## src/rtl/key_pkg.sv

```systemverilog
// Shared encodings and 50 MHz board defaults for the push-button front end.
package key_pkg;

   typedef enum logic [2:0] {
      ST_IDLE        = 3'd0,
      ST_PRESS_DEB   = 3'd1,
      ST_HELD_DELAY  = 3'd2,
      ST_HELD_REPEAT = 3'd3,
      ST_RELEASE_DEB = 3'd4
   } key_state_t;

   // Default timing for a 50 MHz clock: 1 ms debounce, 0.5 s first repeat, 0.1 s repeat rate.
   localparam int unsigned DEF_DEBOUNCE_CYCLES = 50000;
   localparam int unsigned DEF_REPEAT_DELAY    = 25000000;
   localparam int unsigned DEF_REPEAT_PERIOD   = 5000000;
   localparam int unsigned DEF_CNT_W           = 25;

endpackage

```

## src/rtl/sync_2ff.sv

```systemverilog
// Two-flop synchroniser for an asynchronous single-bit input.
//   clk   : destination clock
//   reset : synchronous, active-high; loads RESET_VAL into both flops
//   d     : asynchronous input
//   q     : synchronised output
module sync_2ff #(
   parameter bit RESET_VAL = 1'b0
) (
   input  logic clk,
   input  logic reset,
   input  logic d,
   output logic q
);

   logic meta;

   always_ff @(posedge clk) begin
      if (reset) begin
         meta <= RESET_VAL;
         q    <= RESET_VAL;
      end else begin
         meta <= d;
         q    <= meta;
      end
   end

endmodule

```

## src/rtl/key_conditioner.sv

```systemverilog
// Push-button conditioner: synchronise, debounce, and generate press/release/step pulses
// with hold-to-auto-repeat.
//   clk           : system clock
//   reset         : synchronous, active-high
//   key_raw       : asynchronous button pin
//   key_level     : debounced pressed state (1 = pressed)
//   press_pulse   : one cycle per accepted press
//   release_pulse : one cycle per accepted release
//   step_pulse    : one cycle on press and on each auto-repeat tick
module key_conditioner
   import key_pkg::*;
#(
   parameter bit          KEY_ACTIVE_LOW  = 1'b1,
   parameter int unsigned DEBOUNCE_CYCLES = DEF_DEBOUNCE_CYCLES,
   parameter bit          REPEAT_EN       = 1'b1,
   parameter int unsigned REPEAT_DELAY    = DEF_REPEAT_DELAY,
   parameter int unsigned REPEAT_PERIOD   = DEF_REPEAT_PERIOD,
   parameter int unsigned CNT_W           = DEF_CNT_W
) (
   input  logic clk,
   input  logic reset,
   input  logic key_raw,
   output logic key_level,
   output logic press_pulse,
   output logic release_pulse,
   output logic step_pulse
);

   localparam logic [CNT_W-1:0] DEB_LAST    = CNT_W'(DEBOUNCE_CYCLES - 1);
   localparam logic [CNT_W-1:0] DELAY_LAST  = CNT_W'(REPEAT_DELAY - 1);
   localparam logic [CNT_W-1:0] PERIOD_LAST = CNT_W'(REPEAT_PERIOD - 1);

   logic             key_sync;
   logic             pressed;
   key_state_t       state, state_n;
   logic [CNT_W-1:0] cnt, cnt_n;
   logic             level_n, press_n, release_n, step_n;

   // Synchroniser resets to the released pin level so reset never looks like a press.
   sync_2ff #(.RESET_VAL(KEY_ACTIVE_LOW)) u_sync (
      .clk   (clk),
      .reset (reset),
      .d     (key_raw),
      .q     (key_sync)
   );

   assign pressed = key_sync ^ KEY_ACTIVE_LOW;

   // State, counter and registered outputs.
   always_ff @(posedge clk) begin
      if (reset) begin
         state         <= ST_IDLE;
         cnt           <= '0;
         key_level     <= 1'b0;
         press_pulse   <= 1'b0;
         release_pulse <= 1'b0;
         step_pulse    <= 1'b0;
      end else begin
         state         <= state_n;
         cnt           <= cnt_n;
         key_level     <= level_n;
         press_pulse   <= press_n;
         release_pulse <= release_n;
         step_pulse    <= step_n;
      end
   end

   // Next state / next outputs; every state entry clears the counter.
   always_comb begin
      state_n   = state;
      cnt_n     = cnt + CNT_W'(1);
      level_n   = key_level;
      press_n   = 1'b0;
      release_n = 1'b0;
      step_n    = 1'b0;

      case (state)
         ST_IDLE: begin
            level_n = 1'b0;
            cnt_n   = '0;
            if (pressed) state_n = ST_PRESS_DEB;
         end

         ST_PRESS_DEB: begin
            if (!pressed) begin
               state_n = ST_IDLE;
               cnt_n   = '0;
            end else if (cnt == DEB_LAST) begin
               state_n = ST_HELD_DELAY;
               cnt_n   = '0;
               press_n = 1'b1;
               step_n  = 1'b1;
               level_n = 1'b1;
            end
         end

         ST_HELD_DELAY: begin
            if (!pressed) begin
               state_n = ST_RELEASE_DEB;
               cnt_n   = '0;
            end else if (!REPEAT_EN) begin
               cnt_n = '0;
            end else if (cnt == DELAY_LAST) begin
               state_n = ST_HELD_REPEAT;
               cnt_n   = '0;
               step_n  = 1'b1;
            end
         end

         ST_HELD_REPEAT: begin
            if (!pressed) begin
               state_n = ST_RELEASE_DEB;
               cnt_n   = '0;
            end else if (cnt == PERIOD_LAST) begin
               cnt_n  = '0;
               step_n = 1'b1;
            end
         end

         ST_RELEASE_DEB: begin
            level_n = 1'b1;
            if (pressed) begin
               // Release bounce: back to held with a fresh repeat delay.
               state_n = ST_HELD_DELAY;
               cnt_n   = '0;
            end else if (cnt == DEB_LAST) begin
               state_n   = ST_IDLE;
               cnt_n     = '0;
               release_n = 1'b1;
               level_n   = 1'b0;
            end
         end

         default: begin
            state_n = ST_IDLE;
            cnt_n   = '0;
            level_n = 1'b0;
         end
      endcase
   end

endmodule

```

## config.mk

```make
export PLATFORM = sky130hd
export DESIGN_NAME = key_conditioner
export DESIGN_NICKNAME = d
export VERILOG_FILES = /design/src/rtl/key_pkg.sv /design/src/rtl/sync_2ff.sv /design/src/rtl/key_conditioner.sv
export SDC_FILE = /design/constraint.sdc
export NUM_CORES = 1
export LEC_CHECK = 0
export CELL_PAD_IN_SITES_DETAIL_PLACEMENT = 1
export CELL_PAD_IN_SITES_GLOBAL_PLACEMENT = 1
export CORE_ASPECT_RATIO = 1.25
export CORE_MARGIN = 10
export CORE_UTILIZATION = 43
export CTS_BUF_LIST = sky130_fd_sc_hd__clkbuf_4 sky130_fd_sc_hd__clkbuf_8
export DETAILED_ROUTE_END_ITERATION = 10
export PLACE_DENSITY_LB_ADDON = 0.3
export REMOVE_ABC_BUFFERS = 1
export SYNTH_ARGS = -nofsm -noshare
export SYNTH_HDL_FRONTEND = slang
export SYNTH_SLANG_ARGS = --single-unit
export TNS_END_PERCENT = 50
```

## constraint.sdc

```tcl
create_clock -name clk -period 1.97 [get_ports clk]
set_input_delay 0.197 -clock clk [delete_from_list [all_inputs] [get_ports clk]]
set_output_delay 0.197 -clock clk [all_outputs]
set_load 0.02 [all_outputs]
```

==> summary.json <==
{
  "result_of_the_run": "complete, but fails checks",
  "failing_checks": "negative setup slack",
  "cts.root.buffer_cell": "sky130_fd_sc_hd__clkbuf_8",
  "grt_pass1_vias": 1605,
  "drtIter0Drc": 72,
  "cts.htree.levels": 2,
  "worstMarginPinSlew_ns": 0.447,
  "max-cap-violations": 0,
  "post_drt_via_cell_ratio": 5.66,
  "power.static_leakage_uw": 0.000653,
  "yosys_synthesis_warning_count": 0,
  "critPathLaunchType": "register",
  "hold_class": "reg2reg",
  "syn_area_per_cell_um2": 8.55,
  "synth_ff_type": "sky130_fd_sc_hd__dfxtp_1",
  "critical-path-top-delay-family": "simple AND/OR/NAND/NOR gates",
  "post_synth_instance_area_um2": 1670,
  "totalPowerFinal_uw": 1260,
  "clkTransAtPathRegs_ns": 0.07,
  "placement_rows": 25,
  "totalWireLength_mm": 4.47,
  "synth-edff-count": 0,
  "grt_setup_unrepaired": "true",
  "synth.ff_latch_count": 34,
  "timing.critical_path.to_type": "register",
  "final-setup-viol-count": 24,
  "post_cts_hold_buffer_count": 0,
  "post_synth_num_cell_types": 40,
  "placeableCoreArea_um2": 3750,
  "timing.final.hold_violations": 0,
  "whs_ns": 0.416,
  "cts_inserted_buffers": 5,
  "filler_cell_count": 471,
  "crit_path_class": "reg2reg",
  "die_y_um": 89.6,
  "gp_congestion": 0.836,
  "slowest_delay_ns": 0.57,
  "clock.fmax_ghz": 0.503,
  "final_design_area_no_fill_um2": 2060,
  "groute.usage.overall_pct": 14.9,
  "clock-sinks": 34,
  "pin_count_of_the_biggest_net_entering_global_routing": 26,
  "drtPass1Iterations": 4,
  "insertion_delay_ns": 0.29,
  "critical_path.cell_chain": "or4b_4 > nor4_4 > nand3_1 > a31oi_4 > buf_12 > nor2_1",
  "synthToLayoutAreaGrowth_pct": 23.5,
  "ports": 7,
  "worstPathMaxFanout": 25,
  "placed_area_um2": 1910,
  "async_flop_share_pct": 0,
  "die_width_um": 75.7,
  "antenna_violating_nets_post_route": 0,
  "die_outline_area_um2": 6780,
  "final_period_util_pct": 101,
  "cts_tree": "yes",
  "timing.final.max_slew_violations": 0,
  "cells_after_synthesis": 195,
  "initial_antenna_violation_count": 0,
  "p_per_area_nw_per_um2": 611,
  "final_layout_size_suffix_gt1_share_pct": 20.9,
  "timing.clock.skew_ns": 0.00558,
  "final.min_clock_period_ns": 1.99,
  "clockBufferDepth": 2,
  "ys_seq_area_share_pct": 40.8,
  "path_buf_inv": 1,
  "wl_per_cell_um": 16.9,
  "worst_slew_margin_rel_pct": 70.1,
  "wire_length_of_the_first_global_routing_pass_mm": 7.68,
  "final_critical_path_setup_slack_ns": -0.0200,
  "globalRouteOverflowTotal": 0,
  "timing.critical_path.arrival_ns": 2.17,
  "detailroute.via_count": 1499,
  "drt_drc_violations_left": 0,
  "dp_hpwl_mm": 3.40,
  "slowest_stage": "sky130_fd_sc_hd__or4b_4",
  "layout.nets": 228,
  "cp.required_ns": 2.15,
  "power.ir.vdd_worst_mv": 0.314,
  "initial_core_util_pct": 44.4,
  "port_buffers": 6,
  "antenna-diode-count": 0
}
==> cell type report <==
type / count / area, um2 / share of cell area (%)
Multi-Input combinational cell: 147 / 960 / 46.6
Sequential cell: 34 / 686 / 33.3
Timing Repair Buffer: 28 / 238 / 11.6
Clock buffer: 6 / 82.6 / 4.01
Tap cell: 40 / 50.0 / 2.43
Inverter: 8 / 30.0 / 1.46
Clock inverter: 2 / 12.5 / 0.608
==> worst paths after layout <==
check | start | endpoint | slack, ns | cells past startpoint
max | cnt[10] | cnt[23] | -0.02 | 6
max reg2reg | cnt[10] | cnt[23] | -0.02 | 6
min | u_sync.meta | u_sync.q | 0.42 | 1
min reg2reg | u_sync.meta | u_sync.q | 0.42 | 1
==> synthesized netlist by cell type (3+ instances only) <==
| cell type | number | share of area, % |
|---|---|---|
| sky130_fd_sc_hd__clkbuf_1 | 4 | 0.90 |
| sky130_fd_sc_hd__o21ai_0 | 3 | 0.90 |
| sky130_fd_sc_hd__nor3_1 | 5 | 1.5 |
| sky130_fd_sc_hd__dfxtp_1 | 34 | 41 |
| sky130_fd_sc_hd__nand2_1 | 11 | 2.5 |
| sky130_fd_sc_hd__nor2_1 | 43 | 9.7 |
| sky130_fd_sc_hd__inv_1 | 8 | 1.8 |
| sky130_fd_sc_hd__and3_1 | 5 | 1.9 |
| sky130_fd_sc_hd__nand4_1 | 4 | 1.5 |
| sky130_fd_sc_hd__or3_1 | 3 | 1.1 |
| sky130_fd_sc_hd__a21oi_1 | 4 | 1.2 |
| sky130_fd_sc_hd__nor4_1 | 4 | 1.5 |
| sky130_fd_sc_hd__nand3_1 | 12 | 3.6 |
| sky130_fd_sc_hd__xnor2_1 | 20 | 11 |
| sky130_fd_sc_hd__and4_1 | 3 | 1.6 |
==> per-stage QoR <==
step	setup TNS [ns]	util (%)	worst slack, ns	instances
3_5_place_dp	-3.72	50.9	-0.148	256
3_3_place_gp	-2.49	50.9	-0.0989	256
5_1_grt	-3.22	54.8	-0.138	265
2_1_floorplan	-1.25	-	-0.0518	189
6_report	-0.228	54.8	-0.0200	265
4_1_cts	-0.459	54.3	-0.0284	265
==> metal layers <==
layer / global-route usage (%) / vias to the layer above / part of all wire, %
met5: 0 / - / 0
met2: 27.0 / 24 / 53
li1: - / 739 / -
met4: 7.61 / 0 / 3.1
met1: 15.3 / 723 / 41
met3: 3.63 / 13 / 2.8
==> cell usage in the layout (no fill, tap or decap), drive strengths merged, types with 2 or more instances in the layout <==
master	count
o21ai	3
or3	3
nor2	43
nor4	5
clkdlybuf4s50	6
dfxtp	34
nor3b	2
clkbuf	6
nor3	5
buf	22
or4	2
a31oi	2
or2	2
nand4	4
nor4b	3
a21oi	4
a2bb2oi	2
xor2	2
nand3	12
a311oi	2
inv	8
and3	5
or4b	2
nand2	11
and4	3
xnor2	20
==> timing repair <==
action / 4_1_cts / 5_1_grt
setup buffers: 1 / 0
resized for setup: 5 / 8
setup endpoints to repair: 29 / 28
pin swaps: 2 / 3
==> registers in the layout, summed over array words and instances (netlist names) <==
signal,cells
state,3
step_pulse,1
u_sync.q,1
cnt,25
key_level,1
release_pulse,1
u_sync.meta,1
press_pulse,1
==> kinds of logic after synthesis <==
| family | Yosys count | share of synthesized area (%) |
|---|---|---|
| XOR/XNOR | 22 | 11.6 |
| flip-flops | 34 | 40.8 |
| AND/OR/NAND/NOR | 107 | 35.1 |
| AO/OA/AOI/OAI | 17 | 7.66 |
| buffers and inverters | 14 | 4.05 |
| adder cells (fa/ha/maj) | 1 | 0.751 |
==> where the power goes <==
group	total, uW	internal [uW]	switching [uW]
registers	693	690	3.11
clock network	545	281	264
logic	20.3	10.6	9.65
total	1260	981	277
Power figures use the tool's default switching activity.
==> edit 1, RTL diff (config.mk and constraints unchanged) <==
The package constant `DEF_CNT_W` goes from 25 to 50.
--- a/src/rtl/key_pkg.sv
+++ b/src/rtl/key_pkg.sv
@@ -15,3 +15,3 @@
    localparam int unsigned DEF_REPEAT_PERIOD   = 5000000;
-   localparam int unsigned DEF_CNT_W           = 25;
+   localparam int unsigned DEF_CNT_W           = 50;
 
Formal check against the unedited RTL: no difference found for any inputs over 4 cycles, from zero or initial values and one cycle with reset high; that may be too few to reach the edited logic, so the function may still have changed.
==> edit 1 against the unedited design <==
- the run still ends with setup timing left
- sequential cell count up 25
- cell count up 110%
- synthesized area up 75%
- routed wire length rose to 2.7 times the old value
- first-iteration DRC count rose to 2.9 times the old value
- core utilization up 11 points
- total power up 110%
- synthesized cell count up 83%
- cell area up 110%
- setup slack worse by 0.50 ns
- count of clock-buffer cells in the layout up 5
- largest power group unchanged
- highest routed layer unchanged
==> edit 1: results (changes against the unedited design) <==
result of the run complete, but fails checks; violations in the final reports setup timing; First DRT Iteration DRCs 212 (+190%); clock buffers created by TritonCTS 9 (+4); multi-input combinational cell count 276 (+88%); worst reg2reg path endpoint cnt[19]; most common library cells after synthesis nor2_1 (62), dfxtp_1 (59), nand2_1 (30); clock latency on the worst-skew pair 0.34 ns (+0.05 ns); maximum vdd drop 0.0005080 V (+62%); total negative slack for setup checks -21.79 ns (-21.56 ns); transition time of the tightest slew-check pin 0.7715 ns (+0.3243 ns); delay of the slowest cell on the worst path 0.75 ns (+0.18 ns); global placer's final weighted congestion 0.8325 (-0.45%); FF+latch count 59 (+74%); buffer share of cell area 21.67% (+10 points); H-Tree Level Count 3 (+1); clock-cell share of area 4.311% (-0.31 points); number of global-route vias before repair 3443 (+110%); Reg-to-Reg Start cnt[0]; HPWL reported at the end of detailed placement 6.260 mm (+84%); Worst Slack Setup Final -0.5191 ns (-0.4990 ns); via-per-instance ratio 5.782 (+2.2%); most area-consuming cells after synthesis dfxtp_1 (41%), xnor2_1 (8.4%), nor2_1 (8.0%), xor2_1 (6.0%), nand2_1 (3.9%); final cell count without fillers 547 (+110%); data arrival time at the worst-slack endpoint 2.73 ns (+0.56 ns); Final setup viols 57 (+140%); overall global routing resource usage 20.51% (+5.6 points); global-route wire length before repair 17.28 mm (+120%); final wirelength 11.99 mm (+170%); cell with the biggest individual delay on the critical path a2111oi_1; Buffers, non-clock 106 (+280%); worst r2r path cells 9 (+3); maximum number of pins on one net before global-route repair 20 (-23%); post-synthesis sequential area ratio 40.60% (-0.24 points); internal power 1983 uW (+100%); final clock skew 0.01126 ns (+0.005683 ns); core area 0.006565 mm^2 (+75%); fillcell total 737 (+56%); Critical Path Fanout Max 5 (-80%); total number of nets in the final design 461 (+100%); post-route worst hold slack 0.4160 ns (-0.0004010 ns); Area Growth Syn to Fin 47.66%
-- edit 1: changes by cell type after synthesis, sizes merged, moves of 7 or more --
cell and delta:
clkbuf +7, dfxtp +25, nand2 +20, nand3 +10
nand4 +13, nor2 +21, nor3 +17, nor4 +14
xnor2 +8, xor2 +18
-- edit 1: power by group through the flow --
stage | Combinational, uW | Clock (uW) | Sequential [uW]
after floorplan | 114 | 0 | 1270
after global placement | 247 | 0 | 1250
after detailed placement | 253 | 0 | 1260
after CTS | 301 | 1100 | 1230
after global routing | 396 | 1150 | 1230
final | 371 | 1080 | 1230
-- edit 1: logic make-up after synthesis --
family          count (synthesis)  synth area share [%]
flops                          59                 40.60
compound gates                 22                 5.032
simple gates                  205                 36.17
xor+xnor                       48                 14.45
buf+inv                        22                 3.311
fa+ha+maj                       1                0.4300
-- edit 1: worst max-delay path by stage --
stage	startpoint	to	slack, ns
final	cnt[0]	cnt[19]	-0.52
after global placement	cnt[4]	state[2]	-0.27
after detailed placement	cnt[0]	cnt[12]	-0.39
after global routing	cnt[0]	cnt[19]	-0.52
after floorplan	cnt[5]	cnt[10]	-1.39
after CTS	cnt[4]	key_level	-0.35
-- edit 1: what timing repair did --
| action | 4_1_cts | 5_1_grt |
|---|---|---|
| setup buffers | 5 | 4 |
| gates resized for setup | 19 | 46 |
| pin swaps | 8 | 22 |
| gates cloned | 2 | 3 |
| setup endpoints to repair | 57 | 57 |
-- edit 1: per-layer routing --
| layer | track usage [%] | up-vias | routed length, um |
|---|---|---|---|
| met4 | 11.47 | 0 | 376 |
| li1 | - | 1454 | - |
| met2 | 36.84 | 82 | 6605 |
| met5 | 0 | - | 0 |
| met3 | 3.495 | 37 | 430 |
| met1 | 21.80 | 1590 | 4579 |
==> edit 2, RTL diff (same flow settings) <==
Made on the original files. Make the reset (`reset`) asynchronous in 2 clocked blocks. Comments in the files are not updated.
--- a/src/rtl/sync_2ff.sv
+++ b/src/rtl/sync_2ff.sv
@@ -16,3 +16,3 @@
 
-   always_ff @(posedge clk) begin
+   always_ff @(posedge clk or posedge reset) begin
       if (reset) begin
--- a/src/rtl/key_conditioner.sv
+++ b/src/rtl/key_conditioner.sv
@@ -49,3 +49,3 @@
    // State, counter and registered outputs.
-   always_ff @(posedge clk) begin
+   always_ff @(posedge clk or posedge reset) begin
       if (reset) begin
Function: no difference found for any inputs over 10 cycles, from zero or initial values and one cycle with reset high; that may be too few to reach the edited logic, so the function may still have changed.
==> edit 2 against the unedited design <==
- setup slack better by 0.12 ns
- cell area increased by 2.4%
- clock skew shrank 0.0031 ns
- synthesized area up 6.5%
- routed wire length is 8.7% lower
- highest routed layer unchanged
- hold slack got worse by 0.11 ns
- cell count decreased by 6.4%
- core utilization is 2.6 points lower
- sequential cell count unchanged
Power is not compared: it rests on default switching activity, and its combinational part moved more than twofold at a synthesized area within 25%.
==> edit 2: results (changes against the unedited design) <==
result of the run finished, final reports clean; pre-CTS setup slack -0.01267 ns (+0.1352 ns); detail-routed net length per standard cell 16.46 um (-2.5%); final clock skew 0.002523 ns (-0.003053 ns); data arrival time at the worst-slack endpoint 2.05 ns (-0.12 ns); Cell Count Post-Placement 239 (-6.6%); clock transition time at the flip-flop clock pins of the worst setup and hold paths 0.07 ns (about the same); Async S/R FF share, synth 100.0% (+100 points); Top Family by Delay on Critical Path simple AND/OR/NAND/NOR gates; cell count after synthesis 171 (-12%); met2 routed WL 2.114 mm (-12%); total number of nets in the final design 195 (-14%); cell with the biggest individual delay on the critical path dfrtp_1; fillcell total 472 (+0.21%); sum of routed wire segments on met1 1.695 mm (-6.8%); overall global routing resource usage 12.67% (-2.2 points); most area-consuming cells after synthesis dfrtp_1 (45%), xor2_1 (8.4%), nor2_1 (4.7%), nor2_2 (3.5%), nand2_1 (3.2%); path class of the lowest-slack min-delay path in2async; share of final-layout standard cells stronger than drive strength 1 23.96% (+3.1 points); most common library cells after synthesis dfrtp_1 (32), nor2_1 (22), xor2_1 (17); post-synthesis sequential area ratio 48.06% (+7.2 points); final wirelength 4.081 mm (-8.7%); maximum number of pins on one net before global-route repair 35 (+35%); share of synthesized area spent on multiplexers 0.5638% (+0.56 points); WL met3 162 um (+29%); delay of the slowest cell on the worst path 0.45 ns (-0.12 ns); number of different library cells in the post-synthesis netlist 41 (+2.5%); Adder-Cell Fraction of Synth Area 0.7047% (-0.046 points); HPWL reported at the end of detailed placement 3.020 mm (-11%); xor and xnor fraction of the mapped netlist area 11.35% (-0.22 points); global placer's final weighted congestion 0.8758 (+4.7%); number of global-route vias before repair 1425 (-11%); global-route wire length before repair 7.169 mm (-6.6%); First DRT Iteration DRCs 84 (+17%); total via count after detailed routing 1302 (-13%)
[edit 2: cell count changes after synthesis, moves of 3 or more]
cell	change
xnor2_1	-14
or3_1	-3
o21ai_0	-3
dfxtp_1	-34
dfrtp_1	+32
nor4_1	-3
xor2_1	+15
nor2_2	+10
nand4_1	+4
inv_1	-5
nor2_1	-21
nand2_1	+4
[edit 2: final cells by class]
cell class                 count  area share [%]
multi-input combinational    129           42.85
clock buffer                   7           4.273
inverter                       3          0.5341
timing repair buffer          18           8.309
tap                           56           3.323
clock inverter                 1          0.2374
sequential                    34           40.47
[edit 2: path summary, 6_finish.rpt]
check | start | to | slack (ns)
worst max-delay path | cnt[8] | cnt[16] | 0.1
worst min-delay path | reset | release_pulse | 0.31
worst max register to register | cnt[8] | cnt[16] | 0.1
worst min register to register | u_sync.meta | u_sync.q | 0.36
max in group asynchronous | reset | u_sync.q | 1.33
min in group clk | key_raw | u_sync.meta | 0.32
[edit 2: repair_timing]
action	4_1_cts	5_1_grt
setup endpoints to repair	23	27
pin swaps	0	1
buffers inserted	0	1
gates resized for setup	1	3
[edit 2: cells by family after synthesis]
group / Yosys count
multiplexers: 1
buffers and inverters: 8
adder cells (fa/ha/maj): 1
AO/OA/AOI/OAI: 10
XOR/XNOR: 23
flip-flops: 34
AND/OR/NAND/NOR: 94
[edit 2: tightest hold or removal path, cell delays in order]
cell             delay, ns
clkdlybuf4s50_1       0.40
inv_1                 0.05
buf_4                 0.38
[edit 2: per-layer routing]
| layer | GRT usage [%] | vias to the layer above |
|---|---|---|
| li1 | - | 629 |
| met1 | 14.70 | 641 |
| met2 | 20.39 | 23 |
| met3 | 3.809 | 9 |
| met4 | 7.012 | 0 |
| met5 | 0 | - |
[edit 2: through the flow]
step | cell area [um^2] | util (%) | hold WS, ns
detailed placement | 1978 | 49.04 | 0.3506
finish | 2108 | 52.26 | 0.3100
floorplan | 1740 | - | 0.2015
global placement | 1978 | 49.04 | 0.3481
CTS | 2079 | 51.55 | 0.3037
global route | 2108 | 52.26 | 0.3086
[edit 2: power breakdown]
part           total [uW]  internal [uW]  switching (uW)  leakage, uW
clock                 543            295             247    0.0000517
combinational        51.7           21.1            30.5     0.000378
sequential            712            705            6.92     0.000465
